### src/rtl/neocore_pkg.sv
// Shared NeoCore pipeline-control types: sequencer state encoding and perf counter helpers.
package neocore_pkg;

  typedef enum logic [1:0] {
    PS_RUN    = 2'd0,
    PS_DRAIN  = 2'd1,
    PS_HALTED = 2'd2
  } pipe_state_t;

  localparam int unsigned PERF_CNT_W = 32;

  // Saturating increment: a pinned counter stays at all-ones rather than wrapping.
  function automatic logic [PERF_CNT_W-1:0] sat_inc(input logic [PERF_CNT_W-1:0] v,
                                                   input logic                  en);
    logic [PERF_CNT_W-1:0] r;
    r = v;
    if (en && (v != '1)) begin
      r = v + 1'b1;
    end
    return r;
  endfunction

endpackage

### src/rtl/pipe_hazard_detect.sv
// Load-use hazard comparator: ID source registers against both EX destinations.
module pipe_hazard_detect
  import neocore_pkg::*;
(
  input  logic       ex_valid,
  input  logic       ex_mem_read,
  input  logic [3:0] ex_rd_addr,
  input  logic [3:0] ex_rd2_addr,
  input  logic       ex_rd_we,
  input  logic       ex_rd2_we,
  input  logic       id_valid,
  input  logic [3:0] id_rs1_addr,
  input  logic [3:0] id_rs2_addr,
  input  logic       id_uses_rs1,
  input  logic       id_uses_rs2,
  output logic       load_use
);

  logic src1_hit;
  logic src2_hit;

  always_comb begin
    src1_hit = (ex_rd_we  && (id_rs1_addr == ex_rd_addr)) ||
               (ex_rd2_we && (id_rs1_addr == ex_rd2_addr));
    src2_hit = (ex_rd_we  && (id_rs2_addr == ex_rd_addr)) ||
               (ex_rd2_we && (id_rs2_addr == ex_rd2_addr));
    load_use = ex_valid && ex_mem_read && id_valid &&
               ((id_uses_rs1 && src1_hit) || (id_uses_rs2 && src2_hit));
  end

endmodule

### src/rtl/pipeline_ctrl.sv
// NeoCore stall/flush sequencer with HALT drain and data-memory watchdog.
// Optional performance counters are built when NEOCORE_PIPE_PERF_EN is defined.
module pipeline_ctrl
  import neocore_pkg::*;
#(
  parameter int unsigned MEM_TIMEOUT = 255
) (
  input  logic                  clk,
  input  logic                  rst,
  input  logic                  fetch_valid,
  input  logic                  id_valid,
  input  logic [3:0]            id_rs1_addr,
  input  logic [3:0]            id_rs2_addr,
  input  logic                  id_uses_rs1,
  input  logic                  id_uses_rs2,
  input  logic                  id_is_halt,
  input  logic                  ex_valid,
  input  logic                  ex_mem_read,
  input  logic [3:0]            ex_rd_addr,
  input  logic [3:0]            ex_rd2_addr,
  input  logic                  ex_rd_we,
  input  logic                  ex_rd2_we,
  input  logic                  ex_branch_taken,
  input  logic                  mem_req,
  input  logic                  mem_ready,
  input  logic                  wb_valid,
  input  logic                  wb_is_halt,
  output logic                  pc_stall,
  output logic                  pc_redirect,
  output logic                  stall_if_id,
  output logic                  stall_id_ex,
  output logic                  stall_ex_mem,
  output logic                  stall_mem_wb,
  output logic                  flush_if_id,
  output logic                  flush_id_ex,
  output logic                  flush_ex_mem,
  output logic                  flush_mem_wb,
  output logic                  halted,
  output logic                  mem_error,
  output logic [PERF_CNT_W-1:0] perf_stall_cycles,
  output logic [PERF_CNT_W-1:0] perf_flush_count,
  output logic [PERF_CNT_W-1:0] perf_retired
);

  localparam int unsigned WAIT_W = (MEM_TIMEOUT > 0) ? $clog2(MEM_TIMEOUT + 1) : 1;
  localparam logic [WAIT_W-1:0] WAIT_LAST =
    (MEM_TIMEOUT > 0) ? WAIT_W'(MEM_TIMEOUT - 1) : '0;

  pipe_state_t       state_q, state_d;
  pipe_state_t       eff_state;
  logic [WAIT_W-1:0] wait_cnt_q, wait_cnt_d;
  logic              mem_error_q, mem_error_d;

  logic mem_wait;
  logic branch;
  logic load_use;
  logic wd_fire;

  pipe_hazard_detect u_hazard (
    .ex_valid    (ex_valid),
    .ex_mem_read (ex_mem_read),
    .ex_rd_addr  (ex_rd_addr),
    .ex_rd2_addr (ex_rd2_addr),
    .ex_rd_we    (ex_rd_we),
    .ex_rd2_we   (ex_rd2_we),
    .id_valid    (id_valid),
    .id_rs1_addr (id_rs1_addr),
    .id_rs2_addr (id_rs2_addr),
    .id_uses_rs1 (id_uses_rs1),
    .id_uses_rs2 (id_uses_rs2),
    .load_use    (load_use)
  );

  always_comb begin
    mem_wait = mem_req && !mem_ready;
    branch   = ex_valid && ex_branch_taken;
    wd_fire  = (MEM_TIMEOUT != 0) && mem_wait && (wait_cnt_q == WAIT_LAST);
  end

  // Control outputs; while rst is high the sequencer presents as RUN.
  always_comb begin
    pc_stall     = 1'b0;
    pc_redirect  = 1'b0;
    stall_if_id  = 1'b0;
    stall_id_ex  = 1'b0;
    stall_ex_mem = 1'b0;
    stall_mem_wb = 1'b0;
    flush_if_id  = 1'b0;
    flush_id_ex  = 1'b0;
    flush_ex_mem = 1'b0;
    flush_mem_wb = 1'b0;
    eff_state    = rst ? PS_RUN : state_q;

    case (eff_state)
      PS_HALTED: begin
        pc_stall     = 1'b1;
        stall_if_id  = 1'b1;
        stall_id_ex  = 1'b1;
        stall_ex_mem = 1'b1;
        stall_mem_wb = 1'b1;
      end
      default: begin
        if (mem_wait) begin
          pc_stall     = 1'b1;
          stall_if_id  = 1'b1;
          stall_id_ex  = 1'b1;
          stall_ex_mem = 1'b1;
          flush_mem_wb = 1'b1;
        end else if (branch) begin
          pc_redirect = (eff_state == PS_RUN);
          flush_if_id = 1'b1;
          flush_id_ex = 1'b1;
        end else if (load_use) begin
          pc_stall    = 1'b1;
          stall_if_id = 1'b1;
          flush_id_ex = 1'b1;
        end else if (!fetch_valid && (eff_state == PS_RUN)) begin
          pc_stall    = 1'b1;
          flush_if_id = 1'b1;
        end
        // Draining keeps IF/ID empty; the flush wins over a load-use hold there.
        if ((eff_state == PS_DRAIN) && !mem_wait) begin
          pc_stall    = 1'b1;
          flush_if_id = 1'b1;
          stall_if_id = 1'b0;
        end
      end
    endcase

    halted    = (eff_state == PS_HALTED);
    mem_error = mem_error_q && !rst;
  end

  always_comb begin
    state_d     = state_q;
    wait_cnt_d  = mem_wait ? (wait_cnt_q + 1'b1) : '0;
    mem_error_d = mem_error_q || wd_fire;

    unique case (state_q)
      PS_RUN: begin
        if (id_valid && id_is_halt && !mem_wait && !branch && !load_use) begin
          state_d = PS_DRAIN;
        end
      end
      PS_DRAIN: begin
        if (wb_valid && wb_is_halt) begin
          state_d = PS_HALTED;
        end
      end
      default: state_d = PS_HALTED;
    endcase

    if (wd_fire) begin
      state_d = PS_HALTED;
    end
  end

  always_ff @(posedge clk) begin
    if (rst) begin
      state_q     <= PS_RUN;
      wait_cnt_q  <= '0;
      mem_error_q <= 1'b0;
    end else begin
      state_q     <= state_d;
      wait_cnt_q  <= wait_cnt_d;
      mem_error_q <= mem_error_d;
    end
  end

`ifdef NEOCORE_PIPE_PERF_EN
  logic [PERF_CNT_W-1:0] perf_stall_q, perf_stall_d;
  logic [PERF_CNT_W-1:0] perf_flush_q, perf_flush_d;
  logic [PERF_CNT_W-1:0] perf_ret_q,   perf_ret_d;
  logic                  count_en;
  logic                  any_flush;

  always_comb begin
    count_en     = (state_q != PS_HALTED);
    any_flush    = flush_if_id || flush_id_ex || flush_ex_mem || flush_mem_wb;
    perf_stall_d = sat_inc(perf_stall_q, count_en && pc_stall);
    perf_flush_d = sat_inc(perf_flush_q, count_en && any_flush);
    perf_ret_d   = sat_inc(perf_ret_q,   count_en && wb_valid);
  end

  always_ff @(posedge clk) begin
    if (rst) begin
      perf_stall_q <= '0;
      perf_flush_q <= '0;
      perf_ret_q   <= '0;
    end else begin
      perf_stall_q <= perf_stall_d;
      perf_flush_q <= perf_flush_d;
      perf_ret_q   <= perf_ret_d;
    end
  end

  assign perf_stall_cycles = perf_stall_q;
  assign perf_flush_count  = perf_flush_q;
  assign perf_retired      = perf_ret_q;
`else
  assign perf_stall_cycles = '0;
  assign perf_flush_count  = '0;
  assign perf_retired      = '0;
`endif

endmodule

### config.mk
export PLATFORM = sky130hd
export DESIGN_NAME = pipeline_ctrl
export DESIGN_NICKNAME = d
export VERILOG_FILES = /design/src/rtl/neocore_pkg.sv /design/src/rtl/pipe_hazard_detect.sv /design/src/rtl/pipeline_ctrl.sv
export SDC_FILE = /design/constraint.sdc
export NUM_CORES = 1
export LEC_CHECK = 0
export ABC_CLOCK_PERIOD_IN_PS = 2700
export CORE_ASPECT_RATIO = 0.9
export CORE_MARGIN = 2
export CORE_UTILIZATION = 34
export CTS_CLUSTER_DIAMETER = 80
export DETAILED_ROUTE_END_ITERATION = 6
export GPL_TIMING_DRIVEN = 0
export PLACE_DENSITY = 0.87
export SYNTH_ARGS = -nofsm -noshare
export SYNTH_HDL_FRONTEND = slang
export SYNTH_HIERARCHICAL = 1
export SYNTH_SLANG_ARGS = --single-unit
### constraint.sdc
create_clock -name clk -period 2.7 [get_ports clk]
set_input_delay 0.405 -clock clk [delete_from_list [all_inputs] [get_ports clk]]
set_output_delay 0.405 -clock clk [all_outputs]
set_load 0.01 [all_outputs]
== Yosys cells after proc, flatten, opt, wreduce, memory -nomap -nowiden ==
Cells that the tools add are included.

* Add/subtract/negate cells: 1
* Equal/unequal tests: 12
* Mux-type cells: 31
* Bitwise gates (word level): 1
* Reduce and logical (&&, ||, !) cells: 36

{| class="wikitable"
|+ Operators with widths
! kind !! number
|-
| 1-bit two-way mux || 26
|-
| 1-bit logical AND || 20
|-
| 4-bit equality test || 4
|-
| 8-bit by 1-bit adder with 8-bit output, second input constant || 1
|-
| 8-bit equality test, second input constant || 1
|-
| 2-bit two-way mux || 4
|-
| 1-bit logical NOT || 6
|-
| 3-bit != test, second input constant || 2
|-
| 2-bit by 1-bit equality test with 1-bit output, second input constant || 2
|-
| 2-bit logical NOT || 2
|-
| 1-bit logical OR || 4
|-
| 2-bit != test, second input constant || 2
|-
| 2-bit one-hot mux with 2 select lines || 1
|-
| 2-bit AND reduction || 2
|-
| 2-bit OR reduction || 2
|-
| 2-bit equality test, second input constant || 1
|-
| 1-bit inverter || 1
|}

* Register bits after elaboration: 11
* Input port bits: 32
* Output and inout bits: 108
* Word-level logic and storage cells: 85

== Longest topological paths before layout ==
Gate-level depths: netlist of run 1.

* Depth after elaboration: 11
* Depth in mapped cells: 8
* Mapped depth without buffers: 8

== Cells and area by module ==
Netlist of run 1, hierarchy kept.

{| class="wikitable"
|+ Modules (own cells, without submodules)
! module !! instances !! cells each !! area each (µm²) !! seq. area each (µm²)
|-
| pipeline_ctrl || 1 || 172 || 1341.3 || 220.2
|-
| pipe_hazard_detect || 1 || 28 || 206.4 || 0.0
|}

== Worst setup path before layout of run 1 ==
Ideal clock, no wire load.

* Kind: input-to-output
* Start point: input id_rs1_addr[3]
* End point: output stall_if_id
* Arrival time: 1.513 ns
* Path slack: 0.782 ns
* Stages on the path: 6
* Path buffers: 0
* Cell sequence: xor2_1 nor4_2 o21ai_1 a21oi_1 nand2b_1 a21boi_0

* Word-level cells in the longest chain between the ends: 11
* Elaborated cells between the ends (all ways): 13

{| class="wikitable"
|+ Ends and longest elaborated chain
! item !! line !! text
|-
| start, declared || pipeline_ctrl.sv:12 || <nowiki>input logic [3:0] id_rs1_addr,</nowiki>
|-
| 4-bit equality test (on tied branches) || pipe_hazard_detect.sv:23, pipe_hazard_detect.sv:24 ||
|-
| 1-bit logical AND (on tied branches) || pipe_hazard_detect.sv:23, pipe_hazard_detect.sv:24 ||
|-
| 1-bit logical OR (*) || pipe_hazard_detect.sv:23 || <nowiki>src1_hit = (ex_rd_we && (id_rs1_addr == ex_rd_addr)) ||</nowiki>
|-
| 1-bit logical AND (*) || pipe_hazard_detect.sv:28 || <nowiki>((id_uses_rs1 && src1_hit) || (id_uses_rs2 && src2_hit));</nowiki>
|-
| 1-bit logical OR (*) || pipe_hazard_detect.sv:28 ||
|-
| 1-bit logical AND (*) || pipe_hazard_detect.sv:27 || <nowiki>load_use = ex_valid && ex_mem_read && id_valid &&</nowiki>
|-
| via load_use || pipeline_ctrl.sv:56 || <nowiki>logic load_use;</nowiki>
|-
| 1-bit two-way mux (*) || pipeline_ctrl.sv:113 || <nowiki>end else if (load_use) begin</nowiki>
|-
| 1-bit two-way mux (*) || pipeline_ctrl.sv:109 || <nowiki>end else if (branch) begin</nowiki>
|-
| 1-bit two-way mux (*) || pipeline_ctrl.sv:103 || <nowiki>if (mem_wait) begin</nowiki>
|-
| 1-bit two-way mux (*) || pipeline_ctrl.sv:122 || <nowiki>if ((eff_state == PS_DRAIN) && !mem_wait) begin</nowiki>
|-
| 1-bit two-way mux (*) || pipeline_ctrl.sv:94 || <nowiki>case (eff_state)</nowiki>
|-
| end, declared || pipeline_ctrl.sv:30 || <nowiki>output logic stall_if_id,</nowiki>
|}

Mark *: on every way through the listed nets, which the timed path passes. The rest lies on a longest branch.

== Final worst setup path of run 1 ==
* Start point: input id_rs1_addr[2]
* End point: output pc_stall

* Word-level cells in the longest chain between the ends: 11
* Elaborated cells between the ends (all ways): 13

{| class="wikitable"
|+ Ends and longest elaborated chain
! item !! line !! text
|-
| 4-bit equality test (on tied branches) || pipe_hazard_detect.sv:23, pipe_hazard_detect.sv:24 ||
|-
| 1-bit logical AND (on tied branches) || pipe_hazard_detect.sv:23, pipe_hazard_detect.sv:24 ||
|-
| 1-bit logical OR (*) || pipe_hazard_detect.sv:23 ||
|-
| 1-bit logical AND (*) || pipe_hazard_detect.sv:28 ||
|-
| 1-bit logical OR (*) || pipe_hazard_detect.sv:28 ||
|-
| 1-bit logical AND (*) || pipe_hazard_detect.sv:27 ||
|-
| via load_use || pipeline_ctrl.sv:56 ||
|-
| 1-bit two-way mux (*) || pipeline_ctrl.sv:113 ||
|-
| 1-bit two-way mux (*) || pipeline_ctrl.sv:109 ||
|-
| 1-bit two-way mux (*) || pipeline_ctrl.sv:103 ||
|-
| 1-bit two-way mux (*) || pipeline_ctrl.sv:122 ||
|-
| 1-bit two-way mux (*) || pipeline_ctrl.sv:94 ||
|-
| end, declared || pipeline_ctrl.sv:28 || <nowiki>output logic pc_stall,</nowiki>
|}

Marked as above.

==> reports/qor.csv, run 1 <==
stage;metric;value;unit
global_route;vias in the first global route;1146;
floorplanning;Die X;75.1;um
logic_synthesis;Post-Syn Instances;200;
critical_path;worst r2r dst;state_q[0]$_SDFFE_PP0P_;
global_route;first-pass GRT wire length;4840;um
pwr;PwrDens;255;mW/mm2
floorplanning;I/O Pins;140;
timing;Final Max Slew Viols;0;
critical_path;CP top delay family;buffers and inverters;
detailed_routing;top layer reached by signal wires;met4;
floorplanning;Core Rows;23;
floorplanning;starting density of the core;35.2;%
detailed_routing;DRT iter0 DRCs;24;
critical_path;Crit Path Category;in -> out;
detailed_routing;final wirelength;3430;um
clocking;CTS Buf Count;3;
pwr;Max VDD drop;0.253;mV
logic_synthesis;Synth area leaders;buf_4 (48%), dfxtp_1 (14%), xor2_1 (7.9%), xnor2_1 (2.8%), a21oi_1 (2.6%);
logic_synthesis;syn avg cell area;7.74;um2
critical_path;critical path startpoint category;primary input;
final_layout;Antenna diodes;0;
critical_path;worst setup path start;id_rs1_addr[2];
critical_path;R2R setup slack;1330;ps
timing;fmax;381;MHz
final_layout;commonest non-fill, non-tap cell in the layout;buf_4;
detailed_routing;wl on met1;1160;um
final_layout;filler cell count in the final layout;433;
logic_synthesis;area fraction of the dominant cell type after synthesis;48.0;%
placement;Port Buffer Count;42;
final_layout;commonest non-fill, non-tap cells in the layout;buf_4 (100), conb_1 (97), clkdlybuf4s50_1 (37);
floorplanning;die height;68.0;um
critical_path;number of cells on the critical path;10;
final_layout;layout cells sized above 1;33.5;%
timing;number of setup violations in the final report;0;
floorplanning;die area;0.00511;mm2
detailed_routing;ANT nets after route;0;
logic_synthesis;Synth cell types;34;
detailed_routing;DRT Pass-1 Iters;4;
flow_run;Max Cap Viol;0;
timing;clock skew;2.15;ps
timing;final hold vios;0;
critical_path;Crit Path Max Fanout;3;
global_route;initial antenna violation count;0;
clocking;CTS sink count;11;
critical_path;CP required;2300;ps
final_layout;area grow syn2layout;59.3;%
critical_path;worst r2r src;wait_cnt_q[2]$_SDFF_PP0_;
global_route;largest net degree at the start of global routing;9;
critical_path;Reg2Reg Depth;3;
critical_path;Cell Chain, Critical Path;clkdlybuf4s50_1, xnor2_1, nand2_1, nor4_2, o21ai_1, a21oi_2, buf_4, a21oi_1, o211ai_1, buf_2;
critical_path;worst path arrival time;2220;ps
timing;RSZ-0062 raised after global routing;true;
timing;post-route minimum period;2620;ps
clocking;Clk Latency, worst-skew pair;240;ps
detailed_routing;via/cell ratio;3.44;
clocking;Clock transition at path regs;50;ps
logic_synthesis;Seq/Total Area, Yosys;14.2;%
logic_synthesis;Synth area leader;buf_4;
logic_synthesis;number of synthesis warnings;6;
logic_synthesis;flops & latches, synth;11;
critical_path;CP max stage delay;510;ps
pwr;Leak;0.00137;uW
placement;dpl hpwl;3050;um
clocking;H-tree Lvls;1;
final_layout;Nets;378;
outcome;status;finished, final reports clean;
timing;Hold Worst Slack;476;ps
logic_synthesis;Synth Cell Area;0.00155;mm2
critical_path;worst setup path end;pc_stall;
global_route;grt ovf;0;
detailed_routing;wire per inst;8.47;um
timing;final clock period utilization by the worst path;97.2;%
clocking;clock buffer depth;2;
pwr;Tot Pwr;629;uW
global_route;GRT Overall Usage;12.4;%
clocking;CTS tree;done;
min_path;HP Class;reg -> reg;
detailed_routing;via count;1392;
clocking;clock root cell;clkbuf_8;
critical_path;Crit. End Element;primary output;
detailed_routing;met3 WL;373;um
floorplanning;Core Box Area;0.00440;mm2
placement;RePlAce Congestion;0.813;
critical_path;worst path bufs/invs;3;
detailed_routing;Residual DRC;0;
detailed_routing;wire length on met2;1890;um
critical_path;slowest cell on the critical path;clkdlybuf4s50_1;
-- flip-flops by register name, summed over array words and instances (netlist names) --
| name | cells |
|---|---|
| state_q | 2 |
| mem_error_q | 1 |
| wait_cnt_q | 8 |
-- worst min-delay path by stage --
stage	from	endpoint	cells past startpoint
after floorplan	mem_error_q$_SDFF_PP0_	mem_error_q$_SDFF_PP0_	2
after global placement	mem_error_q$_SDFF_PP0_	mem_error_q$_SDFF_PP0_	2
after detailed placement	mem_error_q$_SDFF_PP0_	mem_error_q$_SDFF_PP0_	2
after CTS	wait_cnt_q[0]$_SDFF_PP0_	wait_cnt_q[0]$_SDFF_PP0_	1
after global routing	mem_error_q$_SDFF_PP0_	mem_error_q$_SDFF_PP0_	2
final	wait_cnt_q[0]$_SDFF_PP0_	wait_cnt_q[0]$_SDFF_PP0_	1
-- metal layers --
layer	GRT usage, %	vias up
li1	-	742
met1	11.8	573
met2	25.9	74
met3	3.53	3
met4	2.68	0
met5	0	-
-- synthesized netlist by cell type --
master    number
inv_1          6
nand3_1        5
o21ai_1        1
nand2b_1       3
nand4_2        1
a21o_1         1
dfxtp_1       11
nor4_1         3
xnor2_1        5
nor4_2         1
nor4bb_1       1
and2_1         1
or3_1          2
a21oi_2        2
or4_4          1
nor2b_1        1
o211a_1        1
nor3b_1        1
o21bai_1       1
and4_2         1
or4_1          1
nand2_1        7
conb_1         1
and3_1         2
a31oi_1        1
o31ai_1        1
ha_1           2
o211ai_1       1
xor2_1        14
buf_4         99
nor2_1        10
o21ai_0        3
a21oi_1        8
a21boi_0       1
-- cells by family after synthesis --
logic type / count (synthesis) / synth area share, %
buf+inv: 105 / 49.5
simple gates: 41 / 15.2
compound gates: 21 / 8.49
xor+xnor: 19 / 10.8
flops: 11 / 14.2
fa+ha+maj: 2 / 1.62
other cells: 1 / 0.242
-- what timing repair did --
action,CTS,global route
gates resized for setup,6,12
setup buffers,1,0
setup endpoints to repair,5,4
pin swaps,1,2
endpoints found under the hold margin,0,0
hold buffers,0,0
-- metrics by stage --
step	utilization (%)	worst slack, ps	cells	setup TNS [ps]	instance area [um2]
after detailed placement	54.6	-252	400	-936	2410
after global placement	54.6	-196	400	-777	2410
after floorplan	-	782	296	0	1910
final	56.0	76.2	405	0	2470
after global routing	56.0	-19.4	405	-35.3	2470
after CTS	55.9	0.543	405	0	2460
-- cell type report --
class                           count  area [um2]  share of cell area (%)
Multi-Input combinational cell    180         943                    38.3
Buffer                             99         743                    30.1
Timing Repair Buffer               43         414                    16.8
Sequential cell                    11         220                    8.93
Tap cell                           62        77.6                    3.15
Clock buffer                        4        45.0                    1.83
Inverter                            6        22.5                   0.913
-- power breakdown --
| part | internal (uW) | leakage (uW) | total (uW) | switching, uW |
|---|---|---|---|---|
| clock network | 104 | 0.0000228 | 167 | 63.0 |
| logic | 164 | 0.00126 | 295 | 131 |
| registers | 165 | 0.0000889 | 168 | 2.85 |
No activity file was read; power rests on OpenSTA's default activity.
==> run 2: changes to the inputs <==
--- a/config.mk
+++ b/config.mk
@@ -13,6 +13,7 @@
 export DETAILED_ROUTE_END_ITERATION = 6
 export GPL_TIMING_DRIVEN = 0
 export PLACE_DENSITY = 0.87
+export REMOVE_ABC_BUFFERS = 1
 export SYNTH_ARGS = -nofsm -noshare
 export SYNTH_HDL_FRONTEND = slang
 export SYNTH_HIERARCHICAL = 1
==> run 2 against run 1 <==
Net effect:
- critical path depth fell by 5
- first-iteration DRC count is 63% lower
- largest power group unchanged
- wire length down 17%
- maximum frequency rose by 2.3%
- via count decreased by 20%
- highest routed layer unchanged
- global-route usage decreased by 2.4 points
- clock power about the same
- sequential cell count is the same
- sequential power about the same
- sequential share of layout area rose by 3.3 points
- utilization down 15 points
==> reports/qor.csv, run 2 (synthesized netlist as in run 1, its figures left out) <==
stage;metric;value;unit;change
global_route;vias in the first global route;883;;-23%
final_layout;area of the multi-input gates;957;um2;+1.5%
critical_path;worst path bufs/invs;3;;unchanged
detailed_routing;ANT nets after route;0;;unchanged
critical_path;CP max stage delay;560;ps;+50 ps
timing;Final Max Slew Viols;0;;unchanged
critical_path;Cell Chain, Critical Path;clkdlybuf4s50_1, nor3b_2, nor2_1, inv_1, clkdlybuf4s50_1;;
floorplanning;die height;68.0;um;unchanged
final_layout;top flop regs;wait_cnt_q: 8 flops, state_q: 2 flops, mem_error_q: 1 flops;;
clocking;CTS tree;done;;
final_layout;area grow syn2layout;16.0;%;
global_route;largest net degree at the start of global routing;9;;unchanged
clocking;CTS Hold Bufs;0;;unchanged
critical_path;Crit. End Element;primary output;;
global_route;first-pass GRT wire length;3880;um;-20%
timing;number of setup violations in the final report;0;;unchanged
detailed_routing;via count;1117;;-20%
detailed_routing;wire per inst;9.20;um;+8.7%
timing;final hold vios;0;;unchanged
timing;post-route minimum period;2560;ps;-60.2 ps
pwr;PwrDens;288;mW/mm2;+13%
pwr;Leak;0.000987;uW;-28%
critical_path;worst path arrival time;2160;ps;-60 ps
clocking;CTS sink count;11;;unchanged
critical_path;critical path startpoint category;primary input;;
min_path;HP Class;reg -> reg;;
final_layout;filler cell count in the final layout;452;;+4.4%
outcome;status;finished, final reports clean;;
timing;final clock period utilization by the worst path;95.0;%;-2.2 points
placement;Port Buffer Count;42;;unchanged
clocking;CTS Buf Count;3;;unchanged
final_layout;commonest non-fill, non-tap cells in the layout;conb_1 (97), clkdlybuf4s50_1 (21), dlymetal6s2s_1 (17);;
final_layout;layout cells sized above 1;8.13;%;-25 points
clocking;clock root cell;clkbuf_8;;
critical_path;worst setup path start;rst;;
clocking;Clock transition at path regs;50;ps;about the same
timing;RSZ-0062 raised after global routing;false;;
placement;worst slack at placement;-291;ps;-39.5 ps
clocking;clock buffer depth;2;;unchanged
global_route;GRT Overall Usage;10.0;%;-2.4 points
floorplanning;die area;0.00511;mm2;unchanged
global_route;initial antenna violation count;0;;unchanged
critical_path;most frequent CP cell;clkdlybuf4s50_1;;
floorplanning;Core Rows;23;;unchanged
placement;RePlAce Congestion;0.792;;-2.6%
floorplanning;Core Box Area;0.00440;mm2;unchanged
critical_path;worst r2r src;wait_cnt_q[2]$_SDFF_PP0_;;
final_layout;post-layout instance area;0.00180;mm2;-27%
clocking;H-tree Lvls;1;;unchanged
pwr;Max VDD drop;0.318;mV;+26%
timing;Hold Worst Slack;462;ps;-14.9 ps
detailed_routing;Residual DRC;0;;unchanged
critical_path;Crit Path Category;in -> out;;
detailed_routing;DRT iter0 DRCs;9;;-63%
global_route;grt ovf;0;;unchanged
timing;fmax;390;MHz;+2.3%
final_layout;largest reg by FF count;wait_cnt_q;;
clocking;Clk Latency, worst-skew pair;240;ps;about the same
floorplanning;I/O Pins;140;;unchanged
floorplanning;Die X;75.1;um;unchanged
placement;cell area after placement;0.00166;mm2;-31%
placement;dpl hpwl;2380;um;-22%
final_layout;register area;220;um2;unchanged
critical_path;Crit Path Max Fanout;7;;+4
critical_path;CP top delay family;buffers and inverters;;
final_layout;commonest non-fill, non-tap cell in the layout;conb_1;;
detailed_routing;DRT Pass-1 Iters;4;;unchanged
detailed_routing;final wirelength;2830;um;-17%
critical_path;CP required;2300;ps;about the same
final_layout;max reg flops;8;;unchanged
critical_path;slowest cell on the critical path;clkdlybuf4s50_1;;
min_path;Hold Crit Start;mem_error_q$_SDFF_PP0_;;
flow_run;Max Cap Viol;0;;unchanged
timing;PnR worst setup slack;136;ps;+60.2 ps
detailed_routing;via/cell ratio;3.63;;+5.5%
floorplanning;starting density of the core;35.2;%;unchanged
final_layout;Nets;281;;-26%
final_layout;Antenna diodes;0;;unchanged
timing;clock skew;2.42;ps;+0.271 ps
[run 2: cell count changes in the layout (fill, tap and decap cells not counted), moves of 2 or more]
cell             before  now
buf_4               100    3
clkdlybuf4s50_1      37   21
dlymetal6s2s_1        1   17
clkbuf_2              2    0
nor4_1                2    0
nor4_2                2    4
[run 2: final timing paths]
check	cells after the start	endpoint	slack (ps)
worst max-delay path	5	stall_ex_mem	140
worst min-delay path	2	mem_error_q$_SDFF_PP0_	460
worst max register to register	3	state_q[0]$_SDFFE_PP0P_	1370
worst min register to register	2	mem_error_q$_SDFF_PP0_	460
[run 2: metal layers]
metal,GRT usage (%),wire [um]
met2,18.1,1500
met1,11.2,1020
met4,3.35,24
met5,0,0
met3,2.80,284
[run 2: report_power, final]
group / internal, uW / leakage (uW) / switching (uW) / total [uW]
Clock: 104 / 0.0000228 / 60.9 / 164
Combinational: 70.6 / 0.000875 / 115 / 185
Sequential: 165 / 0.0000889 / 2.44 / 167
Total: 339 / 0.000987 / 178 / 517
[run 2: stage by stage]
step / power [uW] / util, % / setup TNS (ps) / cells
after floorplan: 272 / - / 0 / 197
after global placement: 351 / 37.8 / -1070 / 301
after detailed placement: 354 / 37.8 / -1230 / 301
after CTS: 523 / 39.4 / 0 / 308
after global routing: 553 / 40.8 / 0 / 308
final: 517 / 40.8 / 0 / 308
[run 2: worst min-delay path, stage by stage (launching register included)]
cell and delay (ps):
dfxtp_1 290, inv_1 70, a21oi_2 50
[run 2: layout make-up]
type | count | area share, %
Tap cell | 62 | 4.32
Inverter | 6 | 1.25
Multi-Input combinational cell | 180 | 53.3
Clock buffer | 4 | 2.51
Sequential cell | 11 | 12.3
Timing Repair Buffer | 45 | 26.3
[run 2: timing repair]
action                     in CTS  in global routing
pin swaps                       2                  9
resized for setup              14                 20
setup endpoints to repair       6                  3
setup buffers                   3                  0
